File: src/rtl/mma_dot_stream.sv
// Streaming N-lane dot-product engine: multiplies lane-wise over cfg_beats beats and
// accumulates into a saturating ACC_WIDTH accumulator, result held on a valid/ready port.
module mma_dot_stream #(
  parameter int N         = 4,
  parameter int WIDTH     = 8,
  parameter int ACC_WIDTH = 32,
  parameter int MAX_BEATS = 16,
  parameter int BW        = $clog2(MAX_BEATS + 1)
) (
  input  logic                   clk,
  input  logic                   rst,
  input  logic                   start,
  input  logic                   cfg_signed,
  input  logic [BW-1:0]          cfg_beats,
  output logic                   cfg_err,
  output logic                   busy,
  input  logic                   in_valid,
  output logic                   in_ready,
  input  logic [N*WIDTH-1:0]     in_a,
  input  logic [N*WIDTH-1:0]     in_b,
  output logic                   out_valid,
  input  logic                   out_ready,
  output logic [ACC_WIDTH-1:0]   out_data,
  output logic                   out_ovf
);

  localparam int PW = 2 * WIDTH;
  localparam int SW = PW + $clog2(N);
  // Wide enough for acc plus a full beat sum even when SW exceeds ACC_WIDTH.
  localparam int EW = ((ACC_WIDTH > SW) ? ACC_WIDTH : SW) + 2;
  localparam logic [BW-1:0] MAXB = BW'(MAX_BEATS);

  typedef enum logic [1:0] {IDLE, RUN, DRAIN, OUT} state_t;

  state_t                 state_q;
  logic                   signed_q;
  logic [BW-1:0]          beats_q;
  logic [BW-1:0]          cnt_q;
  logic                   in_ready_q;
  logic                   cfg_err_q;
  logic [PW-1:0]          prod_q [N];
  logic [PW-1:0]          prod_d [N];
  logic                   pv_q;
  logic                   plast_q;
  logic                   alast_q;
  logic [ACC_WIDTH-1:0]   acc_q;
  logic [ACC_WIDTH-1:0]   acc_d;
  logic                   ovf_q;
  logic                   out_valid_q;
  logic [ACC_WIDTH-1:0]   out_data_q;
  logic                   out_ovf_q;

  logic                   hs;
  logic                   last_beat;
  logic                   cfg_ok;
  logic                   sat;
  logic [PW-1:0]          ax;
  logic [PW-1:0]          bx;
  logic signed [EW-1:0]   sum_x;
  logic signed [EW-1:0]   acc_x;
  logic signed [EW-1:0]   tot;
  logic signed [EW-1:0]   max_v;
  logic signed [EW-1:0]   min_v;

  assign hs        = (state_q == RUN) && in_valid && in_ready_q;
  assign last_beat = (cnt_q == beats_q - 1'b1);
  assign cfg_ok    = (cfg_beats != '0) && (cfg_beats <= MAXB);

  // Operands extended to full product width; the low PW bits of the product are exact.
  always_comb begin
    ax     = '0;
    bx     = '0;
    prod_d = '{default: '0};
    for (int unsigned j = 0; j < N; j++) begin
      ax = {{WIDTH{signed_q & in_a[j*WIDTH+WIDTH-1]}}, in_a[j*WIDTH +: WIDTH]};
      bx = {{WIDTH{signed_q & in_b[j*WIDTH+WIDTH-1]}}, in_b[j*WIDTH +: WIDTH]};
      prod_d[j] = ax * bx;
    end
  end

  always_comb begin
    sum_x = '0;
    for (int unsigned j = 0; j < N; j++) begin
      sum_x = sum_x + {{(EW-PW){signed_q & prod_q[j][PW-1]}}, prod_q[j]};
    end
    acc_x = {{(EW-ACC_WIDTH){signed_q & acc_q[ACC_WIDTH-1]}}, acc_q};
    tot   = sum_x + acc_x;
    max_v = '0;
    min_v = '0;
    if (signed_q) begin
      max_v[ACC_WIDTH-2:0] = '1;
      min_v                = '1;
      min_v[ACC_WIDTH-2:0] = '0;
    end else begin
      max_v[ACC_WIDTH-1:0] = '1;
    end
    sat   = 1'b0;
    acc_d = tot[ACC_WIDTH-1:0];
    if (tot > max_v) begin
      acc_d = max_v[ACC_WIDTH-1:0];
      sat   = 1'b1;
    end else if (tot < min_v) begin
      acc_d = min_v[ACC_WIDTH-1:0];
      sat   = 1'b1;
    end
  end

  always_ff @(posedge clk) begin
    if (rst) begin
      state_q     <= IDLE;
      signed_q    <= 1'b0;
      beats_q     <= '0;
      cnt_q       <= '0;
      in_ready_q  <= 1'b0;
      cfg_err_q   <= 1'b0;
      prod_q      <= '{default: '0};
      pv_q        <= 1'b0;
      plast_q     <= 1'b0;
      alast_q     <= 1'b0;
      acc_q       <= '0;
      ovf_q       <= 1'b0;
      out_valid_q <= 1'b0;
      out_data_q  <= '0;
      out_ovf_q   <= 1'b0;
    end else begin
      cfg_err_q <= 1'b0;
      pv_q      <= hs;
      plast_q   <= hs && last_beat;
      alast_q   <= pv_q && plast_q;
      if (hs) prod_q <= prod_d;
      if (pv_q) begin
        acc_q <= acc_d;
        if (sat) ovf_q <= 1'b1;
      end
      case (state_q)
        IDLE: begin
          if (start) begin
            if (cfg_ok) begin
              signed_q   <= cfg_signed;
              beats_q    <= cfg_beats;
              cnt_q      <= '0;
              acc_q      <= '0;
              ovf_q      <= 1'b0;
              in_ready_q <= 1'b1;
              state_q    <= RUN;
            end else begin
              cfg_err_q <= 1'b1;
            end
          end
        end
        RUN: begin
          if (hs) begin
            cnt_q <= cnt_q + 1'b1;
            if (last_beat) begin
              in_ready_q <= 1'b0;
              state_q    <= DRAIN;
            end
          end
        end
        DRAIN: begin
          if (alast_q) begin
            out_valid_q <= 1'b1;
            out_data_q  <= acc_q;
            out_ovf_q   <= ovf_q;
            state_q     <= OUT;
          end
        end
        OUT: begin
          if (out_ready) begin
            out_valid_q <= 1'b0;
            state_q     <= IDLE;
          end
        end
        default: state_q <= IDLE;
      endcase
    end
  end

  assign cfg_err   = cfg_err_q;
  assign busy      = (state_q != IDLE);
  assign in_ready  = in_ready_q;
  assign out_valid = out_valid_q;
  assign out_data  = out_data_q;
  assign out_ovf   = out_ovf_q;

endmodule

File: config.mk
export PLATFORM = sky130hd
export DESIGN_NAME = mma_dot_stream
export DESIGN_NICKNAME = d
export VERILOG_FILES = /design/src/rtl/mma_dot_stream.sv
export SDC_FILE = /design/constraint.sdc
export NUM_CORES = 1
export LEC_CHECK = 0
export CORE_ASPECT_RATIO = 1.5
export CORE_MARGIN = 5
export CORE_UTILIZATION = 26
export DETAILED_ROUTE_END_ITERATION = 7
export MAX_ROUTING_LAYER = met4
export PLACE_DENSITY = 0.45
export SYNTH_ARGS = -nofsm -noshare
export SYNTH_HDL_FRONTEND = slang
export SYNTH_SLANG_ARGS = --single-unit
export TNS_END_PERCENT = 100
File: constraint.sdc
create_clock -name clk -period 6.85 [get_ports clk]
set_input_delay 1.7125 -clock clk [delete_from_list [all_inputs] [get_ports clk]]
set_output_delay 1.7125 -clock clk [all_outputs]
set_load 0.02 [all_outputs]
==> results.md <==
- The total count of max-transition violations in the final report came to 0.
- For the pin with the worst max-slew slack, the measured transition is 0.8943 ns.
- Counting the fill cells in the layout gives 8645.
- The number of search-and-repair iterations in the first detailed-routing pass is 5.
- The clock-pin slew on the worst setup and hold paths is 0.07 ns.
- For the final database, setup skew stands at 0.01510 ns.
- STA puts the critical path data required time at 7.22 ns.
- The via count of the first global-routing pass is 18560.
- In this design, the critical path's most frequently occurring cell is fa_1.
- The most frequently used flop master after synthesis is dfxtp_1.
- The area of the multi-input gates is 15960 um2.
- The number of failing hold endpoints at the final stage is 0.
- The net count of the finished layout is 3320.
- Walking the worst path, the cells encountered are clkdlybuf4s50_1 -> buf_4 -> nand3_1 -> fa_1 -> inv_1 -> fa_1 -> fa_1 -> fa_1 -> fa_1 -> ha_1 -> a21oi_2 -> o21bai_1 -> a21oi_2 -> o21bai_1 -> a21oi_2 -> o21ai_0 -> xnor2_1 -> nand2_2 -> a21oi_1.
- The maximum buffer depth of the clock tree is 2.
- The buffering stage count on the worst path with inverters included is 3.
- The number of antenna diodes in the final layout is 0.
- The placer congestion estimate is 0.9089.
- Across all register-to-register paths, the minimum setup slack is 0.40 ns.
- Summed over all layers, the global routing overflow is 0.
- The number of input and output port buffers inserted is 111.
- Synthesis produced a netlist with a net count of 3100.
- The synthesized netlist cell count is 2499.
- In this run the critical register-to-register path is captured at ovf_q$_SDFF_PP0_.
- The global-route usage over all layers is 14.61%.
- The kind of capture point of the worst setup path is a flip-flop.
- Each instance of the synthesized netlist takes up on average 8.469 um2.
- In the routed layout, each cell is associated on average with a via count of 4.480.
- The worst-case IR drop observed on VDD is 0.1738 mV.
- The count of standard-cell rows is 128.
- The worst reg2reg path startpoint is signed_q$_SDFFE_PP0P_.
- The flow ran to the end, and the final reports show no timing, DRC or antenna violations.
- After detailed routing, the number of remaining DRC violations is 0.
- The count of cells along the worst hold path is 2.
- The Yosys step of the flow raised 0 warnings.
- The floorplan step defined a core boundary enclosing 81040 um2.
- The maximum number of pins on one net before global-route repair is 79.
- Power spread over the standard cell area amounts to 200.2 nW/um2.
- After detailed routing, the average wire length per cell comes to 16.23 um.
- 112 I/O pins were placed.
- Setup repair after global routing left no endpoint under its margin.
- In this run the number of H-tree levels came out at 4.
- The netlist uses 65 different library cells.
- The area of the die is 87320 um2.
- Along the worst path, the maximum fanout reaches 4.
- The number of setup violations in the final report is 0.
- The number of antenna violations at the first check in global routing is 0.
- For the finished layout, the period the worst path requires is 6.540 ns.
- The CTS tree is done.
- After detailed placement, the design holds a cell count of 3740.
- In this run the tightest slew margin relative to its limit is 40.38%.
- In this run the cell area of the synthesized design comes to 21160 um2.
- The global-route wire length before repair is 99590 um.
- The final total negative setup slack is 0 ns.
- The area growth from synthesis to layout is 19.61%.
- The clock latency of the later-clocked register in the worst-skew pair is 0.46 ns.
- Wires add up to 61230 um.
- The worst register-to-register path has a depth of 32.
- The half-perimeter wire length after detailed placement is 52500 um.
- The master cell of the clock root buffer is clkbuf_16.
- Measured along the y axis, the die boundary spans 359.4 um.
- The hold path startpoint is plast_q$_SDFF_PP0_.
- The worst hold-check slack is 0.4231 ns.
- The number of storage elements in the synthesis netlist is 149.
- The critical-path cell with the highest stage delay is fa_1.
- The largest single stage delay on the critical path is 0.57 ns.
- For this design the static power due to leakage is 11.78 nW.
- The sequential cell area fraction in the yosys report is 14.09%.
- Once layout is complete, the cells apart from fillers number 3772.
- By startpoint and endpoint, the worst setup path is classified as input pin to flip-flop.
- Broken down by cell family, the worst path's largest delay share belongs to adder cells.
- The die width is 242.9 um.
- The top achievable clock speed is 152.9 MHz.
- The total number of vias is 16900.
- Max-cap violations in this run came to 0.
- The worst setup path is launched from an input pin.
- The detail route stage leaves a number of antenna-violating nets equal to 0.
- Data on the critical path arrives at its endpoint at 6.91 ns.
- The area taken by flip-flops and latches is 2985 um2.
- The type of the most critical hold path is flip-flop to flip-flop.
- For hold timing, the worst endpoint is alast_q$_SDFF_PP0_.
- The count of clock tree sinks is 149.
- For this run, asynchronously set or reset flops after synthesis account for 0%.
- The starting density of the core is 26.11%.
- For this block, the initial DRC count from the detailed router was 759.
- TritonCTS created 17 clock buffers.
- The number of flops mapped to enable cells by yosys is 0.
- The post-route netlist has 10.29% of its cells at a drive strength greater than 1.
- The final period utilization is 95.47%.
tightest hold or removal path: cells and delay by family (launching register included):
kind          cells  cell delay, ns
flops             1            0.30
simple gates      2            0.09
worst max path at each step:
stage | startpoint | end | depth (start not counted)
3_5_place_dp | in_b[1] | prod_q[63]$_SDFFE_PP0P_ | 19
5_1_grt | in_b[24] | prod_q[15]$_SDFFE_PP0P_ | 24
4_1_cts | in_b[1] | prod_q[63]$_SDFFE_PP0P_ | 19
2_1_floorplan | signed_q$_SDFFE_PP0P_ | ovf_q$_SDFF_PP0_ | 30
3_3_place_gp | in_b[1] | prod_q[63]$_SDFFE_PP0P_ | 19
6_report | in_b[0] | prod_q[63]$_SDFFE_PP0P_ | 19
flip-flops by register name, indices dropped and copies added (netlist names):
name       count
prod_q        64
alast_q        1
in_ready       1
out_valid      1
beats_q        5
cnt_q          5
plast_q        1
cfg_err        1
out_data      32
out_ovf        1
signed_q       1
ovf_q          1
acc_q         32
pv_q           1
state_q        2
stage by stage:
step	instance area [um2]	total power, mW	util [%]	setup slack (ns)
3_5_place_dp	24680	4.150	30.45	-0.3714
2_1_floorplan	21160	3.175	-	0.2427
4_1_cts	25270	5.186	31.19	0.1032
6_report	25310	5.067	31.24	0.3104
5_1_grt	25310	5.659	31.24	0.01766
3_3_place_gp	24680	4.128	30.45	-0.3416
cells in the final DEF, fill, tap and decap left out, types with 5 or more instances in the layout:
master           instances
nand3_1                 33
and2_1                 126
a21oi_2                  7
inv_6                    5
a211oi_1                11
o21ai_0                 53
xor2_1                  17
inv_1                  489
nor3_1                  11
nand2b_1                 6
mux2i_1                  7
clkbuf_16               17
nor2b_1                  8
buf_4                  193
nand2_1                380
xnor2_1                 99
o21bai_1                22
ha_1                   193
or2_2                   27
fa_1                   333
dfxtp_1                147
and3_1                  17
a31oi_1                 30
nand4_1                 15
a21oi_1                170
clkdlybuf4s50_1        108
o211ai_1                 8
a21o_1                  36
nor2_1                  59
o21a_1                  12
area by class of cell:
type | instances | share of cell area (%)
clock inverter | 15 | 0.6673
inverter | 489 | 7.251
timing repair buffer | 307 | 10.41
tap | 1040 | 5.141
sequential | 149 | 11.79
clock buffer | 17 | 1.681
multi-input combinational | 1755 | 63.06
report_power, final:
group          internal (mW)  leakage, nW  switching, mW
Combinational           1.43         10.3           1.71
Sequential             0.908         1.20         0.0387
Clock                  0.546        0.289          0.439
kinds of logic after synthesis:
logic type,after synthesis,share of synthesized area (%)
buf+inv,595,10.72
flops,149,14.09
simple gates,713,15.79
mux,9,0.4375
xor+xnor,116,4.801
fa+ha+maj,526,42.91
compound gates,391,11.24
timing repair:
item | in CTS | in global routing
setup endpoints to repair | 0 | 29
hold buffers | 0 | 0
resized for setup | 0 | 10
setup buffers | 0 | 0
per-layer routing:
metal	global-route usage (%)	vias up	share of wire (%)
met2	29.03	195	58
met1	15.36	8424	38
met4	4.041	0	2.4
met3	1.034	54	1.4
met5	-	-	0
li1	-	8225	-
synth_stat cells, types with 5 or more instances:
master	count	area, um2
and3_1	18	112.6
o21ai_0	53	265.3
xnor2_1	99	867.1
o21a_1	12	90.09
a31oi_1	31	193.9
or2_2	27	168.9
or3_1	5	31.28
and2_1	126	788.3
nor3_1	11	55.05
fa_1	333	6666
xor2_1	17	148.9
nand2_1	381	1430
nand3_1	34	170.2
a211oi_1	11	82.58
buf_1	5	18.77
a21o_1	36	270.3
inv_1	489	1836
dfxtp_1	149	2983
clkbuf_1	94	352.8
ha_1	193	2415
nor2_1	59	221.5
nand2b_1	6	37.54
a21oi_1	175	875.8
nand4_1	15	93.84
o21bai_1	22	165.2
o211ai_1	8	60.06
mux2i_1	7	70.07
nor2b_1	8	50.05
(Power assumes the default switching activity.)
==> edit 1, RTL diff (same settings) <==
The parameter `WIDTH` goes from 8 to 10.
--- a/src/rtl/mma_dot_stream.sv
+++ b/src/rtl/mma_dot_stream.sv
@@ -3,5 +3,5 @@
 module mma_dot_stream #(
   parameter int N         = 4,
-  parameter int WIDTH     = 8,
+  parameter int WIDTH     = 10,
   parameter int ACC_WIDTH = 32,
   parameter int MAX_BEATS = 16,
Ports: changed (resized in_a and in_b); port bits go from 112 to 128. No check against the original RTL was run, so the function may have changed too.
==> edit 1 against the original RTL <==
The run now ends with negative setup slack left; power is 73% higher; worst setup slack worse by 0.66 ns; synthesized cell count is 35% higher; combinational power is 110% higher; wire length is 33% higher; sequential cell count is 16 higher; area after synthesis is 35% higher; cell area is 39% higher; critical path type is now reg -> reg.
==> edit 1: results (changes against the original RTL) <==
synthCells: 3367  # +35%
synth_xor_area_share_pct: 4.180  # -0.62 points
dpl.cell_count: 5146  # +38%
firstDrtPassIters: 7  # +2
netlist-cell-type-count: 66  # +1.5%
synthFlopType: "dfxtp_1"
first_iter_violations: 791  # +4.2%
vdd_drop_max_v: 0.0002375  # +37%
h-tree-depth: 4  # unchanged
largest_register_ff_count: 80  # +25%
synth_compound_area_share_pct: 9.589  # -1.7 points
cts_max_path_buffers: 2  # unchanged
synthMuxAreaShare_pct: 0.3908  # -0.047 points
vias_per_cell: 4.339  # -3.1%
netlist_top_cells_count: "inv_1 (744), fa_1 (513), nand2_1 (437), ha_1 (233)"
layout-drive-gt1-share_pct: 15.40  # +5.1 points
dp_slack_ns: -0.7565  # -0.3852 ns
grt_max_degree: 83  # +5.1%
power_leakage_nw: 16.45  # +40%
routabilityCongestion: 0.8645  # -4.9%
grt_overflow: 0  # unchanged
critPathMaxStageDelay_ns: 0.54  # -0.03 ns
synth_fa_ha_area_share_pct: 46.27  # +3.4 points
skew_ns: 0.01548  # +0.0003786 ns
synth_area_leaders: "fa_1 (36%), dfxtp_1 (12%), ha_1 (10%)"
cts.reportedPaths.clkPinSlew_ns: 0.08
worstMarginPinSlew_ns: 0.9747  # +0.08038 ns
hpwl_microns: 69590  # +33%
final_nets: 4616  # +39%
grt_pass1_wl_microns: 132300  # +33%
setup_tns_ns: -8.843  # -8.843 ns
largest_register: "prod_q"
port_buffers: 127  # +14%
path_max_fanout: 7  # +3
cts_inserted_buffers: 17  # unchanged
hold_class: "reg -> reg"
synth-warning-count: 0  # unchanged
clock-root-buffer: "clkbuf_16"
setup_slack_ns: -0.3489  # -0.6593 ns
async_flop_share_pct: 0  # unchanged
insertion_delay_ns: 0.46  # about the same
violations: "negative setup slack"
fin_cells: 5219  # +38%
cp.arrival_ns: 7.51  # +0.60 ns
grt_pass1_vias: 24640  # +33%
status: "finished with violations"
finalWirelength_microns: 81390  # +33%
cpMaxStageDelayCell: "fa_1"
ys_seq_area_share_pct: 11.59  # -2.5 points
grt_use_total_pct: 14.62  # about the same
setup_viol: 33  # +33
synth_fp_nets: 4204  # +36%
antenna_found_initial: 2  # +2
edit 1: cell count changes in the layout (fill, tap and decap cells not counted), moves of 17 or more:
| cell | delta |
|---|---|
| a21oi_1 | +35 |
| fa_1 | +178 |
| and2_1 | +97 |
| a31oi_1 | -20 |
| o21ai_0 | +21 |
| inv_1 | +249 |
| ha_1 | +36 |
| nand2_1 | +51 |
| xor2_1 | +22 |
| dlymetal6s2s_1 | +19 |
| buf_6 | +17 |
| nor2_1 | +19 |
| buf_4 | +211 |
edit 1: repair_timing:
| item | in CTS | in global routing |
|---|---|---|
| endpoints found under the setup margin | 40 | 50 |
| pin swaps | 20 | 34 |
| buffers inserted | 18 | 19 |
| gates cloned | 2 | 0 |
| gates resized for setup | 52 | 95 |
| hold endpoints to repair | 0 | 0 |
edit 1: power breakdown:
group | total, W | internal [W] | switching, W
Sequential | 0.00106 | 0.00101 | 0.0000448
Clock | 0.000987 | 0.000517 | 0.000470
Combinational | 0.00672 | 0.00326 | 0.00345
edit 1: worst max-delay path: cells and delay by family, from the launching register on:
kind | cells | cell delay (ns)
AOI/OAI and AO/OA | 8 | 1.52
xor gates and xnor gates | 2 | 0.42
adders and majority gates | 4 | 1.51
buffers and inverters | 22 | 2.67
DFF | 1 | 0.35
and+or+nand+nor | 3 | 0.54
edit 1: kinds of logic after synthesis:
kind of cell / Yosys count
AO/OA/AOI/OAI: 463
XOR/XNOR: 136
adder cells (fa/ha/maj): 746
buffers and inverters: 903
flip-flops: 165
multiplexers: 11
AND/OR/NAND/NOR: 943
edit 1: stage by stage:
step / cell area (sq um) / hold WS (ns)
2_1_floorplan: 28510 / 0.4045
3_3_place_gp: 33880 / 0.4107
3_5_place_dp: 33880 / 0.4152
4_1_cts: 34830 / 0.4290
5_1_grt: 35280 / 0.4636
6_report: 35280 / 0.4260
edit 1: path summary, 6_finish.rpt:
path	from	endpoint	slack, ns	cells past startpoint
worst max-delay path	signed_q	acc_q[1]	-0.35	39
worst max register to register	signed_q	acc_q[1]	-0.35	39
worst min-delay path	plast_q	alast_q	0.43	2
worst min register to register	plast_q	alast_q	0.43	2
edit 1: final cells by class:
class | count | area (sq um)
Clock inverter | 15 | 161.4
Timing Repair Buffer | 550 | 4596
Multi-Input combinational cell | 2301 | 22210
Fill cell | 11590 | 73420
Tap cell | 1425 | 1783
Antenna cell | 2 | 5.005
Inverter | 744 | 2793
Clock buffer | 17 | 425.4
Sequential cell | 165 | 3308
edit 1: layer usage:
metal / up-vias / share of wire (%) / GRT usage [%] / wire length [microns]
met5: - / 0 / - / 0
met4: 0 / 2.9 / 4.359 / 2380
met3: 96 / 2.1 / 1.460 / 1746
met2: 275 / 55 / 27.01 / 44450
met1: 11200 / 40 / 16.66 / 32810
li1: 11080 / - / - / -
==> edit 2, RTL diff (same flow settings) <==
Without the edit above. Encoding of `state_t`: now one-hot (4 bits for 4 states).
--- a/src/rtl/mma_dot_stream.sv
+++ b/src/rtl/mma_dot_stream.sv
@@ -31,5 +31,5 @@
   localparam logic [BW-1:0] MAXB = BW'(MAX_BEATS);
 
-  typedef enum logic [1:0] {IDLE, RUN, DRAIN, OUT} state_t;
+  typedef enum logic [3:0] {IDLE = 4'b0001, RUN = 4'b0010, DRAIN = 4'b0100, OUT = 4'b1000} state_t;
 
   state_t                 state_q;
Formal check against the unedited RTL: same outputs for any inputs over 4 cycles, from zero or initial values and one cycle with rst high; so few cycles prove little.
==> edit 2 against the original RTL <==
Area after synthesis up 0.21%; wire length decreased by 4.6%; sequential cell count increased by 2; clock power decreased by 1%; worst setup slack gained 0.11 ns; cell area is 1.9% lower; power fell by 15%; final cell count down 1.8%; global-route usage down 0.68 points; core utilization is 0.59 points lower.
==> edit 2: results (changes against the original RTL) <==
met1Wirelength_microns: 22040  # -5.8%
r2r-start: "prod_q[1]"
relSlewSlack_pct: 45.58  # +5.2 points
dp_slack_ns: -0.04032  # +0.3310 ns
hpwl_microns: 50030  # -4.7%
skew_ns: 0.01840  # +0.003302 ns
wire_per_inst_microns: 15.78  # -2.8%
reg2reg_depth: 27  # -16%
first_iter_violations: 647  # -15%
setup_tns_ns: 0  # unchanged
ys_seq_area_share_pct: 14.25  # +0.16 points
grt_max_degree: 72  # -8.9%
async_flop_share_pct: 0  # unchanged
wl_met2_microns: 34210  # -3.7%
final_nets: 3248  # -2.2%
p_int_w: 0.002579  # -11%
layout-drive-gt1-share_pct: 8.224  # -2.1 points
path_class: "reg -> reg"
synth_area_per_cell_sq_um: 8.443  # -0.31%
power_density_nw_per_um2: 174.3  # -13%
path_max_fanout: 5  # +1
netlist-cell-type-count: 70  # +7.7%
place_area_sq_um: 24160  # -2.1%
cp.arrival_ns: 6.73  # -0.18 ns
use_met1_pct: 14.38  # -0.98 points
use_met3_pct: 0.9871  # -0.047 points
status: "complete, no violations"
holdCritStartpoint: "plast_q"
vias: 16570  # -1.9%
power_leakage_nw: 11.29  # -4.2%
grt_pass1_wl_microns: 96130  # -3.5%
finalWirelength_microns: 58440  # -4.6%
route.met3.wl_microns: 815  # -2.9%
multiInputGateArea_sq_um: 15990  # +0.18%
critPathMaxStageDelay_ns: 0.53  # -0.04 ns
fillers: 8674  # +0.34%
netlist_top_cells_count: "inv_1 (480), nand2_1 (389), fa_1 (333), ha_1 (189), a21oi_1 (185)"
cts_inserted_buffers: 17  # unchanged
dpl.cell_count: 3672  # -1.8%
vdd_drop_max_v: 0.0001731  # -0.37%
grt_pass1_vias: 18310  # -1.4%
pg_seq_w: 0.000895  # -5.5%
synth_fp_nets: 3109  # +0.29%
## edit 2: worst paths after layout
kind | end | slack (ns)
max | acc_q[13] | 0.42
max reg2reg | acc_q[13] | 0.42
min reg2reg | alast_q | 0.42
min | alast_q | 0.42
## edit 2: area by class of cell
type | count | area share, %
clock buffers | 18 | 1.769
clock inverters | 13 | 0.6449
inverters | 481 | 7.271
multi-input cells | 1761 | 64.39
flip-flops and latches | 151 | 12.18
well taps | 1040 | 5.240
repair buffers | 239 | 8.500
## edit 2: kinds of logic (layout without fill, tap and decap cells)
| family | after synthesis | in the layout | share of synthesized area, % |
|---|---|---|---|
| and+or+nand+nor | 716 | 716 | 15.81 |
| buffers and inverters | 600 | 751 | 10.76 |
| adders and majority gates | 522 | 522 | 42.58 |
| AOI/OAI and AO/OA | 391 | 391 | 11.09 |
| DFF | 151 | 151 | 14.25 |
| xor gates and xnor gates | 124 | 124 | 5.121 |
| muxes | 8 | 8 | 0.3835 |
